## config.mk

```make
export PLATFORM = sky130hd
export DESIGN_NAME = controle_contexto
export DESIGN_NICKNAME = d
export VERILOG_FILES = /design/src/rtl/controle_contexto_pkg.sv /design/src/rtl/controle_contexto_contador_quantum.sv /design/src/rtl/controle_contexto.sv
export SDC_FILE = /design/constraint.sdc
export NUM_CORES = 1
export LEC_CHECK = 0
export ABC_AREA = 1
export ABC_CLOCK_PERIOD_IN_PS = 1950
export CAP_MARGIN = 15
export CORE_UTILIZATION = 48
export DETAILED_ROUTE_END_ITERATION = 8
export HOLD_SLACK_MARGIN = 0.08
export PLACE_DENSITY_LB_ADDON = 0.2
export SLEW_MARGIN = 20
export SYNTH_ARGS = -nofsm -noshare
export SYNTH_HDL_FRONTEND = slang
export SYNTH_SLANG_ARGS = --single-unit
```

## constraint.sdc

```tcl
create_clock -name clock -period 1.95 [get_ports clock]
set_input_delay 0.4875 -clock clock [delete_from_list [all_inputs] [get_ports clock]]
set_output_delay 0.4875 -clock clock [all_outputs]
set_load 0.05 [all_outputs]
```

## src/rtl/controle_contexto_pkg.sv

```systemverilog
// Shared definitions for the context-switch controller: FSM encodings,
// troca_contexto codes seen by the CPU and the reset quantum.
package controle_contexto_pkg;

  localparam int QUANTUM_W = 16;

  typedef enum logic [1:0] {
    OCIOSO   = 2'b00,
    CONTANDO = 2'b01,
    KERNEL   = 2'b10,
    TROCA    = 2'b11
  } estado_t;

  // Codes driven on troca_contexto; the CPU compares against TC_TROCA.
  localparam logic [1:0] TC_OCIOSO   = 2'b00;
  localparam logic [1:0] TC_CONTANDO = 2'b01;
  localparam logic [1:0] TC_KERNEL   = 2'b10;
  localparam logic [1:0] TC_TROCA    = 2'b11;

  localparam logic [QUANTUM_W-1:0] QUANTUM_PADRAO_DEF = 16'd100;

endpackage

```

## src/rtl/controle_contexto_contador_quantum.sv

```systemverilog
// Loadable 16-bit quantum down-counter with hold and zero flag.
// Clear wins over load, load wins over decrement; it never wraps below zero.
module contador_quantum
  import controle_contexto_pkg::*;
(
  input  logic                 clk_i,
  input  logic                 rst_ni,
  input  logic                 clear_i,
  input  logic                 load_i,
  input  logic [QUANTUM_W-1:0] load_val_i,
  input  logic                 dec_i,
  output logic [QUANTUM_W-1:0] count_o,
  output logic                 zero_o
);

  logic [QUANTUM_W-1:0] cnt_q, cnt_d;

  assign zero_o  = (cnt_q == '0);
  assign count_o = cnt_q;

  always_comb begin
    cnt_d = cnt_q;
    if (clear_i) begin
      cnt_d = '0;
    end else if (load_i) begin
      cnt_d = load_val_i;
    end else if (dec_i && !zero_o) begin
      cnt_d = cnt_q - {{(QUANTUM_W-1){1'b0}}, 1'b1};
    end
  end

  always_ff @(posedge clk_i or negedge rst_ni) begin
    if (!rst_ni) begin
      cnt_q <= '0;
    end else begin
      cnt_q <= cnt_d;
    end
  end

endmodule

```

## src/rtl/controle_contexto.sv

```systemverilog
// Quantum-based preemption controller: counts down the running process's
// quantum, requests a context switch on expiry and waits for the scheduler.
module controle_contexto
  import controle_contexto_pkg::*;
#(
  parameter logic [QUANTUM_W-1:0] QUANTUM_PADRAO = QUANTUM_PADRAO_DEF
) (
  input  logic                 clock,
  input  logic                 reset,
  input  logic                 enable,
  input  logic                 halt,
  input  logic                 quantum_load,
  input  logic [QUANTUM_W-1:0] quantum_value,
  input  logic                 retorno,
  input  logic [31:0]          pc,
  output logic [1:0]           troca_contexto,
  output logic [31:0]          pc_salvo,
  output logic [QUANTUM_W-1:0] restante,
  output logic [7:0]           num_trocas
);

  estado_t              estado_q, estado_d;
  logic [QUANTUM_W-1:0] quantum_q, quantum_d;
  logic [31:0]          pc_salvo_q, pc_salvo_d;
  logic [7:0]           num_trocas_q, num_trocas_d;

  logic                 cnt_clear, cnt_load, cnt_dec, cnt_zero;
  logic [QUANTUM_W-1:0] cnt_val;
  logic                 quantum_zero;

  assign quantum_zero = (quantum_q == '0);

  contador_quantum u_contador (
    .clk_i      (clock),
    .rst_ni     (reset),
    .clear_i    (cnt_clear),
    .load_i     (cnt_load),
    .load_val_i (quantum_q),
    .dec_i      (cnt_dec),
    .count_o    (cnt_val),
    .zero_o     (cnt_zero)
  );

  always_comb begin
    estado_d     = estado_q;
    quantum_d    = quantum_load ? quantum_value : quantum_q;
    pc_salvo_d   = pc_salvo_q;
    num_trocas_d = num_trocas_q;
    cnt_clear    = 1'b0;
    cnt_load     = 1'b0;
    cnt_dec      = 1'b0;

    case (estado_q)
      OCIOSO: begin
        if (enable && !quantum_zero) begin
          estado_d = CONTANDO;
          cnt_load = 1'b1;
        end else begin
          cnt_clear = 1'b1;
        end
      end
      CONTANDO: begin
        // Disable and a zeroed quantum both abort the countdown before expiry.
        if (!enable || quantum_zero || cnt_zero) begin
          estado_d  = OCIOSO;
          cnt_clear = 1'b1;
        end else if (!halt) begin
          cnt_dec = 1'b1;
          if (cnt_val == {{(QUANTUM_W-1){1'b0}}, 1'b1}) begin
            estado_d   = TROCA;
            pc_salvo_d = pc;
          end
        end
      end
      TROCA: begin
        estado_d     = KERNEL;
        num_trocas_d = num_trocas_q + 8'd1;
      end
      KERNEL: begin
        if (!enable) begin
          estado_d  = OCIOSO;
          cnt_clear = 1'b1;
        end else if (retorno) begin
          if (quantum_zero) begin
            estado_d  = OCIOSO;
            cnt_clear = 1'b1;
          end else begin
            estado_d = CONTANDO;
            cnt_load = 1'b1;
          end
        end
      end
      default: begin
        estado_d  = OCIOSO;
        cnt_clear = 1'b1;
      end
    endcase
  end

  always_ff @(posedge clock or negedge reset) begin
    if (!reset) begin
      estado_q     <= OCIOSO;
      quantum_q    <= QUANTUM_PADRAO;
      pc_salvo_q   <= '0;
      num_trocas_q <= '0;
    end else begin
      estado_q     <= estado_d;
      quantum_q    <= quantum_d;
      pc_salvo_q   <= pc_salvo_d;
      num_trocas_q <= num_trocas_d;
    end
  end

  assign troca_contexto = estado_q;
  assign pc_salvo       = pc_salvo_q;
  assign restante       = cnt_val;
  assign num_trocas     = num_trocas_q;

endmodule
```

Yosys cells after proc, flatten, opt, wreduce, memory -nomap -nowiden --
Cells that the tools add are included.
Storage, ports and cells: flip-flop bits (word level) 74, input port bits 54, word-level logic and storage cells 55
Operators by class: add/subtract/negate cells 2, equal/unequal tests 8, mux-type cells 25, bitwise gates (word level) 2, reduce and logical (&&, ||, !) cells 13
Operators with widths (number):
- 2-to-1 mux 16 bit | 3
- zero test 16 bit | 2
- == test 16 x 1 -> 1 bit (second input constant) | 1
- subtractor 16 x 1 -> 16 bit (second input constant) | 1
- 2-to-1 mux 1 bit | 13
- 2-to-1 mux 2 bit | 6
- != test 3 bit (second input constant) | 3
- adder 8 x 1 -> 8 bit (second input constant) | 1
- one-hot mux 2 bit (4 select lines) | 1
- AND reduction 4 bit | 2
- == test 2 bit (second input constant) | 2
- zero test 1 bit | 3
- one-hot mux 1 bit (3 select lines) | 1
- nonzero test 3 bit | 1
- == test 2 x 1 -> 1 bit (second input constant) | 1
- logical AND 1 bit | 2
- zero test 2 bit | 1
- logical OR 1 bit | 2
- != test 2 bit (second input constant) | 1
- NOT 1 bit | 2
- one-hot mux 1 bit (2 select lines) | 1

Depth between registers and ports, before layout --
Gate-level depths: netlist of run 1.
depth after elaboration 9, mapped depth 12

Modules after synthesis --
From an unflattened synthesis of run 1, not the netlist that was laid out.
Unflattened totals: cell total of the unflattened synthesis 462, area total of the unflattened synthesis 3767.4 µm²
Modules (own cells, without submodules):
- controle_contexto | times used 1, cells each 265, area an instance 2548.7 µm²
- contador_quantum | times used 1, cells each 197, area an instance 1218.7 µm²

Worst setup path after synthesis of run 1 --
OpenSTA, ideal clock, no wires.
path kind reg2reg, from reg u_contador.cnt_q[0] (netlist: u_contador.count_o[0]), to reg pc_salvo_q[10] (netlist: pc_salvo[10]), setup time 0.119 ns, arrival 1.952 ns, required time 1.831 ns, path slack -0.121 ns, cell stages (with the launch flop) 12, path buffers 1, clock period less this slack 2.071 ns, cells stage by stage dfrtp_1 -> inv_1 -> ha_1 -> nand2_2 -> nor2_4 -> nand2_4 -> nand3_4 -> nor2_4 -> nand3_4 -> buf_6 -> nand2_2 -> o21ai_2
On the way: cells in the longest elaborated chain, start to end 4, elaborated cells on any way between the ends 5
RTL lines:
- start, declared | line controle_contexto_contador_quantum.sv:16 | logic [QUANTUM_W-1:0] cnt_q, cnt_d;
- start signal, assigned | line controle_contexto_contador_quantum.sv:36 | cnt_q <= cnt_d;
- zero test 16 bit | line controle_contexto_contador_quantum.sv:18 | assign zero_o = (cnt_q == '0);
- logical OR 1 bit | line controle_contexto.sv:64 | if (!enable || quantum_zero || cnt_zero) begin
- NOT 1 bit (no line)
- AND reduction 4 bit (no line) *
- end signal, assigned | line controle_contexto.sv:109 | pc_salvo_q <= pc_salvo_d;
- end, declared | line controle_contexto.sv:24 | logic [31:0] pc_salvo_q, pc_salvo_d;
Every way passes the cells marked *; elsewhere a longest branch is shown, timed or not. A chain may end at the register's enable or synchronous reset.

Worst setup path after layout of run 1 --
from reg u_contador.cnt_q[1] (netlist: u_contador.count_o[1]), to reg pc_salvo_q[13] (netlist: pc_salvo[13])
The elaborated chain is that of the path after synthesis.

==> results.tsv, run 1 <==
metric	value	unit
r2r_end	pc_salvo[13]	
yosysTopAreaCell	dfrtp_1	
cts_buffer_depth	2	
ys_warn_count	0	
yosys.area_share.simple	28.16	%
crit_chain	inv_1 -> ha_1 -> nand2_2 -> nor2_4 -> nand2_4 -> nand3_4 -> nor2_4 -> nand3_4 -> clkbuf_16 -> nand2_2 -> o21ai_2	
vias	3319	
avgViaCountPerCell	4.874	
p_clk_share	15.7	%
syn_area	4016	µm²
num_rows	32	
start_util	50.66	%
synth_compound_area_share	10.06	%
yosys.area.top_type_share	44.24	%
ir_worst_vdd	824.7	µV
grt_usage	22.21	%
leakagePower	2.790	nW
synth_edf_count	0	
critPathRequiredTime	2190	ps
antenna_found_initial	0	
drtIter0Drc	143	
pin_count	112	
synth_area_leaders	dfrtp_1, nand2_1, o21ai_2	
grt_pass1_wl	14870	µm
yosysUniqueCellTypes	32	
drt_wl_total	8956	µm
synth_fp_nets	510	
synthAdderAreaFrac	0.9346	%
portBuffers	111	
fmax	547.3	MHz
power_switching	4.270	mW
routabilityCongestion	0.8164	
p_seq_share	28.6	%
overflow	0	
slew_headroom	67.69	%
synth_xor_area_share	3.707	%
start_kind	register	
n_fill_cell	652	
avgSynthCellArea	8.866	µm²
rsz0062_at_grt	no	
hpwl	6469	µm
htreeDepth	3	
drv_cap	0	
p_sw_share	48.56	%
syn_inst	453	
critPathSlowestCell	dfrtp_2	
yosysSeqAreaShare	46.20	%
hold_path.class	in -> async	
synth_top_family_by_area	simple AND/OR/NAND/NOR gates	
setup_violations	0	
layout_min_cycle_time	1827	ps
die_w	93.48	µm
finalClockSkew	6.863	ps
cts_inserted_buffers	9	
hold_viol	0	
area_growth	34.95	%
drt_pass1_iterations	5	
worst_pin_slew	483.1	ps
antenna_left	0	
internal-power	4.522	mW
slowest_delay	400	ps
clock-sinks	74	
die_h	93.48	µm
clock_latency	350	ps
final_util	68.37	%
grt_pass1_vias	3161	
grt_max_degree	75	
dieArea	8738	µm²
cts.clk_slew.worst_paths	80	ps
postPlaceCellArea	5150	µm²
p_comb_share	55.7	%
post_cts_buffers	0	
post-place-ws	-19.53	ps
r2r_cells	11	
critPathKind	reg -> reg	
drt_drc_violations_left	0	
layout-drive-gt1-share	32.82	%
clock-root-buffer	clkbuf_8	
cp_data_arrival_time	2070	ps
cp-end-kind	register	
power_density	1622	nW/µm²
status	finished, final reports clean	
ys_seq_elements	74	
wl_per_cell	13.15	µm
slew_violations	0	
worst-path-max-fanout	27	
fin_area	5420	µm²
r2r-start	u_contador.count_o[1]	
setup_slack	122.8	ps
fin_nets	631	
cts_tree	built	
muxShareOfSynthArea	2.243	%
reg2reg_slack	120	ps
min_period_over_period	93.70	%
core_area	7928	µm²
holdWs	141.6	ps
async_flop_share	100.0	%
synth-main-ff-cell	dfrtp_1	
antenna_cells	0	
-- area by class of cell --
type                       instances  area (µm²)  share of cell area, %
tap                              102       127.6                  2.355
clock inverter                     4       72.57                  1.339
multi-input combinational        304        1812                  33.43
sequential                        74        1858                  34.28
inverter                          59       221.5                  4.086
clock buffer                      12       165.2                  3.047
timing repair buffer             126        1164                  21.47
-- metal layers --
metal | vias to the layer above | track usage (%) | share of wire (%)
met1 | 1541 | 29.07 | 44
met5 | - | 0 | 0
met2 | 97 | 35.23 | 49
li1 | 1669 | - | -
met4 | 0 | 9.103 | 1.4
met3 | 12 | 5.447 | 6.5
-- flip-flops by register name (all words and copies together), names as in the netlist --
signal,flops
pc_salvo,32
troca_contexto,2
num_trocas,8
quantum_q,16
u_contador.count_o,16
-- worst max-delay path, delay by kind of cell, from the launching register on --
family	cells	cell delay, ps
AO/OA/AOI/OAI	1	50
adder cells (fa/ha/maj)	1	210
buffers and inverters	2	310
AND/OR/NAND/NOR	7	750
flip-flops	1	400
-- through the flow --
step,TNS (ps),std cells,power (mW)
5_1_grt,0,681,9.356
4_1_cts,0,680,8.849
3_3_place_gp,0,664,7.352
3_5_place_dp,-99.78,664,7.428
2_1_floorplan,0,453,6.031
6_report,0,681,8.792
-- cells in the final DEF (no fill, tap or decap), types with 2 or more instances in the layout --
cell type	instances
inv_2	3
buf_4	68
dfrtp_1	69
mux2_2	8
dfrtp_2	2
o21ai_1	10
ha_1	3
nor2_1	35
o21ai_2	32
nor2_2	5
nand4_1	20
clkbuf_8	12
nand2_1	99
clkdlybuf4s50_1	52
nor2_4	5
nand2_4	3
buf_12	4
nand3_4	4
nand3_1	13
nand2_2	33
xor2_1	8
xnor2_1	9
inv_1	56
dfstp_2	3
bufinv_16	2
o21ai_0	9
-- Yosys cell counts, types with 3 or more instances --
| cell | instances |
|---|---|
| mux2_2 | 8 |
| o21ai_1 | 10 |
| buf_4 | 3 |
| nand3_4 | 4 |
| nand2_2 | 33 |
| buf_6 | 7 |
| clkbuf_1 | 3 |
| dfrtp_1 | 71 |
| o21ai_0 | 9 |
| nand2_1 | 99 |
| nor2_1 | 35 |
| inv_2 | 3 |
| xnor2_1 | 9 |
| ha_1 | 3 |
| xor2_1 | 8 |
| buf_2 | 3 |
| nand2_4 | 3 |
| o21ai_2 | 32 |
| nand4_1 | 20 |
| nor2_2 | 5 |
| inv_1 | 56 |
| nor2_4 | 5 |
| nand3_1 | 13 |
| dfstp_2 | 3 |
-- worst max-delay path by stage --
stage / from / to / slack (ps) / cells past startpoint
floorplan: u_contador.count_o[0] / pc_salvo[10] / 50 / 11
global placement: halt / pc_salvo[30] / 0.3 / 6
detailed placement: enable / pc_salvo[0] / -20 / 7
CTS: u_contador.count_o[1] / pc_salvo[0] / 60 / 11
global route: u_contador.count_o[1] / pc_salvo[30] / 20 / 11
finish: u_contador.count_o[1] / pc_salvo[13] / 120 / 11
-- power groups by stage --
stage,Clock [mW],Combinational [mW],Sequential [mW]
after floorplan,0,2.02,4.01
after global placement,0,4.83,2.53
after detailed placement,0,4.90,2.53
after CTS,1.41,4.92,2.52
after global routing,1.50,5.27,2.59
final,1.38,4.89,2.52
-- timing repair --
action | CTS | global route
hold buffers | 0 | 0
endpoints found under the hold margin | 0 | 0
endpoints found under the setup margin | 0 | 27
gates resized for setup | 0 | 1
-- logic make-up (layout without fill, tap and decap cells) --
group | count (synthesis) | after routing
DFF | 74 | 74
muxes | 8 | 8
and+or+nand+nor | 221 | 221
xor gates and xnor gates | 17 | 17
buffers and inverters | 75 | 201
AOI/OAI and AO/OA | 55 | 55
adders and majority gates | 3 | 3
Power figures use the tool's default switching activity.
==> run 2: changes to the inputs <==
--- a/config.mk
+++ b/config.mk
@@ -8,11 +8,13 @@
 export ABC_AREA = 1
 export ABC_CLOCK_PERIOD_IN_PS = 1950
 export CAP_MARGIN = 15
-export CORE_UTILIZATION = 48
+export CORE_UTILIZATION = 47
 export DETAILED_ROUTE_END_ITERATION = 8
 export HOLD_SLACK_MARGIN = 0.08
 export PLACE_DENSITY_LB_ADDON = 0.2
+export REMOVE_ABC_BUFFERS = 1
 export SLEW_MARGIN = 20
 export SYNTH_ARGS = -nofsm -noshare
 export SYNTH_HDL_FRONTEND = slang
+export SYNTH_HIERARCHICAL = 1
 export SYNTH_SLANG_ARGS = --single-unit
==> run 2 against run 1 <==
Net effect: the run now ends with negative setup slack left; area after synthesis down 6.2%; fmax down 12%; clock-buffer cell count down 1; largest cell class is now multi-input gates; largest power group unchanged; highest routed layer unchanged.
==> results.tsv, run 2 <==
metric	value	unit	change
status	complete, but fails checks		
violations	negative setup slack		
crit_chain	inv_2 -> ha_4 -> inv_2 -> nor2_4 -> nand3_4 -> nor4_4 -> buf_4 -> inv_4 -> nand3_4 -> o2111a_2 -> buf_6 -> inv_4 -> nand2_8 -> inv_8 -> nand2_1 -> nand2_1		
grt_pass1_vias	3690		+17%
setup_slack	-133.8	ps	-256.6 ps
synth_edf_count	0		unchanged
slew_violations	0		unchanged
critPathSlowestCell	dfrtp_1		
start_util	48.75	%	-1.9 points
clock_latency	350	ps	about the same
die_w	91.53	µm	-2.1%
grt_usage	26.34	%	+4.1 points
largest_reg_flops	32		unchanged
r2r-start	u_contador/count_o[0]		
die_h	91.53	µm	-2.1%
clock-sinks	74		unchanged
avgSynthCellArea	8.154	µm²	-8.0%
worst-path-max-fanout	7		-74%
cts_inserted_buffers	9		unchanged
cpLargestDelayFamily	simple AND/OR/NAND/NOR gates		
drv_cap	0		unchanged
area_growth	56.09	%	
yosys.area.top_type_share	47.16	%	+2.9 points
yosysTopAreaCell	dfrtp_1		
core_area	7727	µm²	-2.5%
layout-drive-gt1-share	37.48	%	+4.7 points
setup_violations	49		+49
startpoint	u_contador/count_o[0]		
start_kind	register		
yosys-top-cells-count	nand2_1, dfrtp_1, nor2_1, o21ai_0, inv_1		
drt_pass1_iterations	5		unchanged
report.power.total	9.226	mW	+4.9%
critPathKind	reg -> reg		
cts_tree	built		
critPathRequiredTime	2190	ps	about the same
yosysUniqueCellTypes	36		+13%
cts_buffer_depth	2		unchanged
critPathBufInv	7		+5
fmax	479.9	MHz	-12%
most-common-layout-cells	nand2_1, buf_4, dfrtp_1, clkdlybuf4s50_1, nor2_1		
ir_worst_vdd	784.2	µV	-4.9%
antenna_cells	0		unchanged
fin_area	5881	µm²	+8.5%
syn_inst	462		+2.0%
ys_warn_count	6		+6
cp-end-kind	register		
worst_pin_slew	450.2	ps	-32.91 ps
synth.most_common_cell	nand2_1		
grt_max_degree	34		-55%
layout_min_cycle_time	2084	ps	+256.6 ps
fin_nets	694		+10%
yosysSeqAreaShare	49.25	%	+3.1 points
cts.clk_slew.worst_paths	90	ps	about the same
pin_count	112		unchanged
postPlaceCellArea	5162	µm²	+0.24%
portBuffers	111		unchanged
post-place-ws	-323.6	ps	-304.1 ps
num_rows	32		unchanged
synth-main-ff-cell	dfrtp_1		
n_fill_cell	511		-22%
dieArea	8378	µm²	-4.1%
leakagePower	3.087	nW	+11%
finalClockSkew	9.610	ps	+2.747 ps
async_flop_share	100.0	%	unchanged
final_common_cell	nand2_1		
clock-root-buffer	clkbuf_8		
syn_area	3767	µm²	-6.2%
drt_wl_total	11110	µm	+24%
antenna_found_initial	0		unchanged
grt_pass1_wl	17160	µm	+15%
cp_data_arrival_time	2330	ps	+260 ps
min_period_over_period	106.9	%	+13 points
holdWs	70.09	ps	-71.52 ps
hold_path.class	in -> async		
ys_seq_elements	74		unchanged
wl_per_cell	14.92	µm	+13%
drt_drc_violations_left	0		unchanged
power_density	1569	nW/µm²	-3.3%
slew_headroom	69.76	%	+2.1 points
avgViaCountPerCell	5.122		+5.1%
synth_area_leaders	dfrtp_1, nand2_1, o21ai_0		
overflow	0		unchanged
routabilityCongestion	0.9211		+13%
slowest_delay	390	ps	about the same
rsz0062_at_grt	yes		
drtIter0Drc	307		+110%
vias	3816		+15%
antenna_left	0		unchanged
hold_viol	0		unchanged
htreeDepth	3		unchanged
hpwl	7202	µm	+11%
-- run 2: cell types whose count changed in the layout (fill, tap and decap cells not counted), moves of 4 or more --
| cell | delta |
|---|---|
| nand2_1 | +19 |
| nand3_1 | +14 |
| nand2_4 | +8 |
| buf_4 | +42 |
| inv_1 | -31 |
| xnor2_1 | -7 |
| o21ai_2 | -32 |
| mux2_2 | +9 |
| o21ai_0 | +30 |
| buf_6 | +8 |
| nand4_1 | -19 |
| nor2_1 | +6 |
| a21oi_1 | +4 |
| o21ai_1 | -6 |
-- run 2: area by class of cell --
class	instances	area, µm²	share of cell area (%)
clock buffer	11	141.4	2.404
timing repair inverter	1	11.26	0.1915
sequential	74	1856	31.55
clock inverter	5	61.31	1.043
tap	102	127.6	2.170
timing repair buffer	179	1609	27.36
inverter	34	140.1	2.383
multi-input combinational	339	1934	32.89
-- run 2: repair_timing --
| action | in CTS | in global routing |
|---|---|---|
| hold buffers | 0 | 0 |
| endpoints found under the setup margin | 48 | 50 |
| pin swaps | 14 | 14 |
| buffers inserted | 12 | 8 |
| gates resized for setup | 40 | 51 |
| gates cloned | 4 | 1 |
-- run 2: final timing paths --
kind                                          end  slack (ps)  cells after the start
setup reg to reg           u_contador/count_o[10]        -130                     16
hold / removal              u_contador/count_o[3]          70                      1
min in group clock                  num_trocas[7]         490                      1
max in group asynchronous            quantum_q[5]        1280                      2
hold reg to reg                     num_trocas[7]         490                      1
setup / recovery           u_contador/count_o[10]        -130                     16
-- run 2: metrics by stage --
step | utilization [%] | cells | TNS (ps)
final | 76.10 | 745 | -3448
after global routing | 76.10 | 745 | -9251
after CTS | 72.68 | 739 | -2685
after detailed placement | 66.81 | 707 | -13480
after global placement | 66.81 | 707 | -10980
after floorplan | - | 446 | -29180
-- run 2: power breakdown --
part | total, mW | leakage, nW | internal [mW] | switching (mW)
registers | 2.30 | 0.965 | 1.98 | 0.324
logic | 5.69 | 2.03 | 2.14 | 3.55
clock network | 1.24 | 0.0922 | 0.631 | 0.605
-- run 2: worst reg2reg max path: stages, from the launching register on --
cell and delay, ps:
dfrtp_1 390, inv_2 90, ha_4 140, inv_2 40
nor2_4 100, nand3_4 100, nor4_4 140, buf_4 170
inv_4 40, nand3_4 70, o2111a_2 250, buf_6 130
inv_4 40, nand2_8 120, inv_8 60, nand2_1 60
nand2_1 40
-- run 2: logic make-up after synthesis --
group                      share of synthesized area [%]
buffers and inverters                              5.945
xor gates and xnor gates                           1.627
AOI/OAI and AO/OA                                  7.539
adders and majority gates                         0.6641
DFF                                                49.25
muxes                                              5.081
and+or+nand+nor                                    29.89
-- run 2: layer usage --
| metal | global-route usage (%) | share of wire (%) | up-vias |
|---|---|---|---|
| met1 | 33.41 | 41 | 1806 |
| met4 | 10.05 | 2.1 | 0 |
| met3 | 5.611 | 7.2 | 24 |
| met5 | 0 | 0 | - |
| met2 | 43.98 | 49 | 152 |
| li1 | - | - | 1834 |
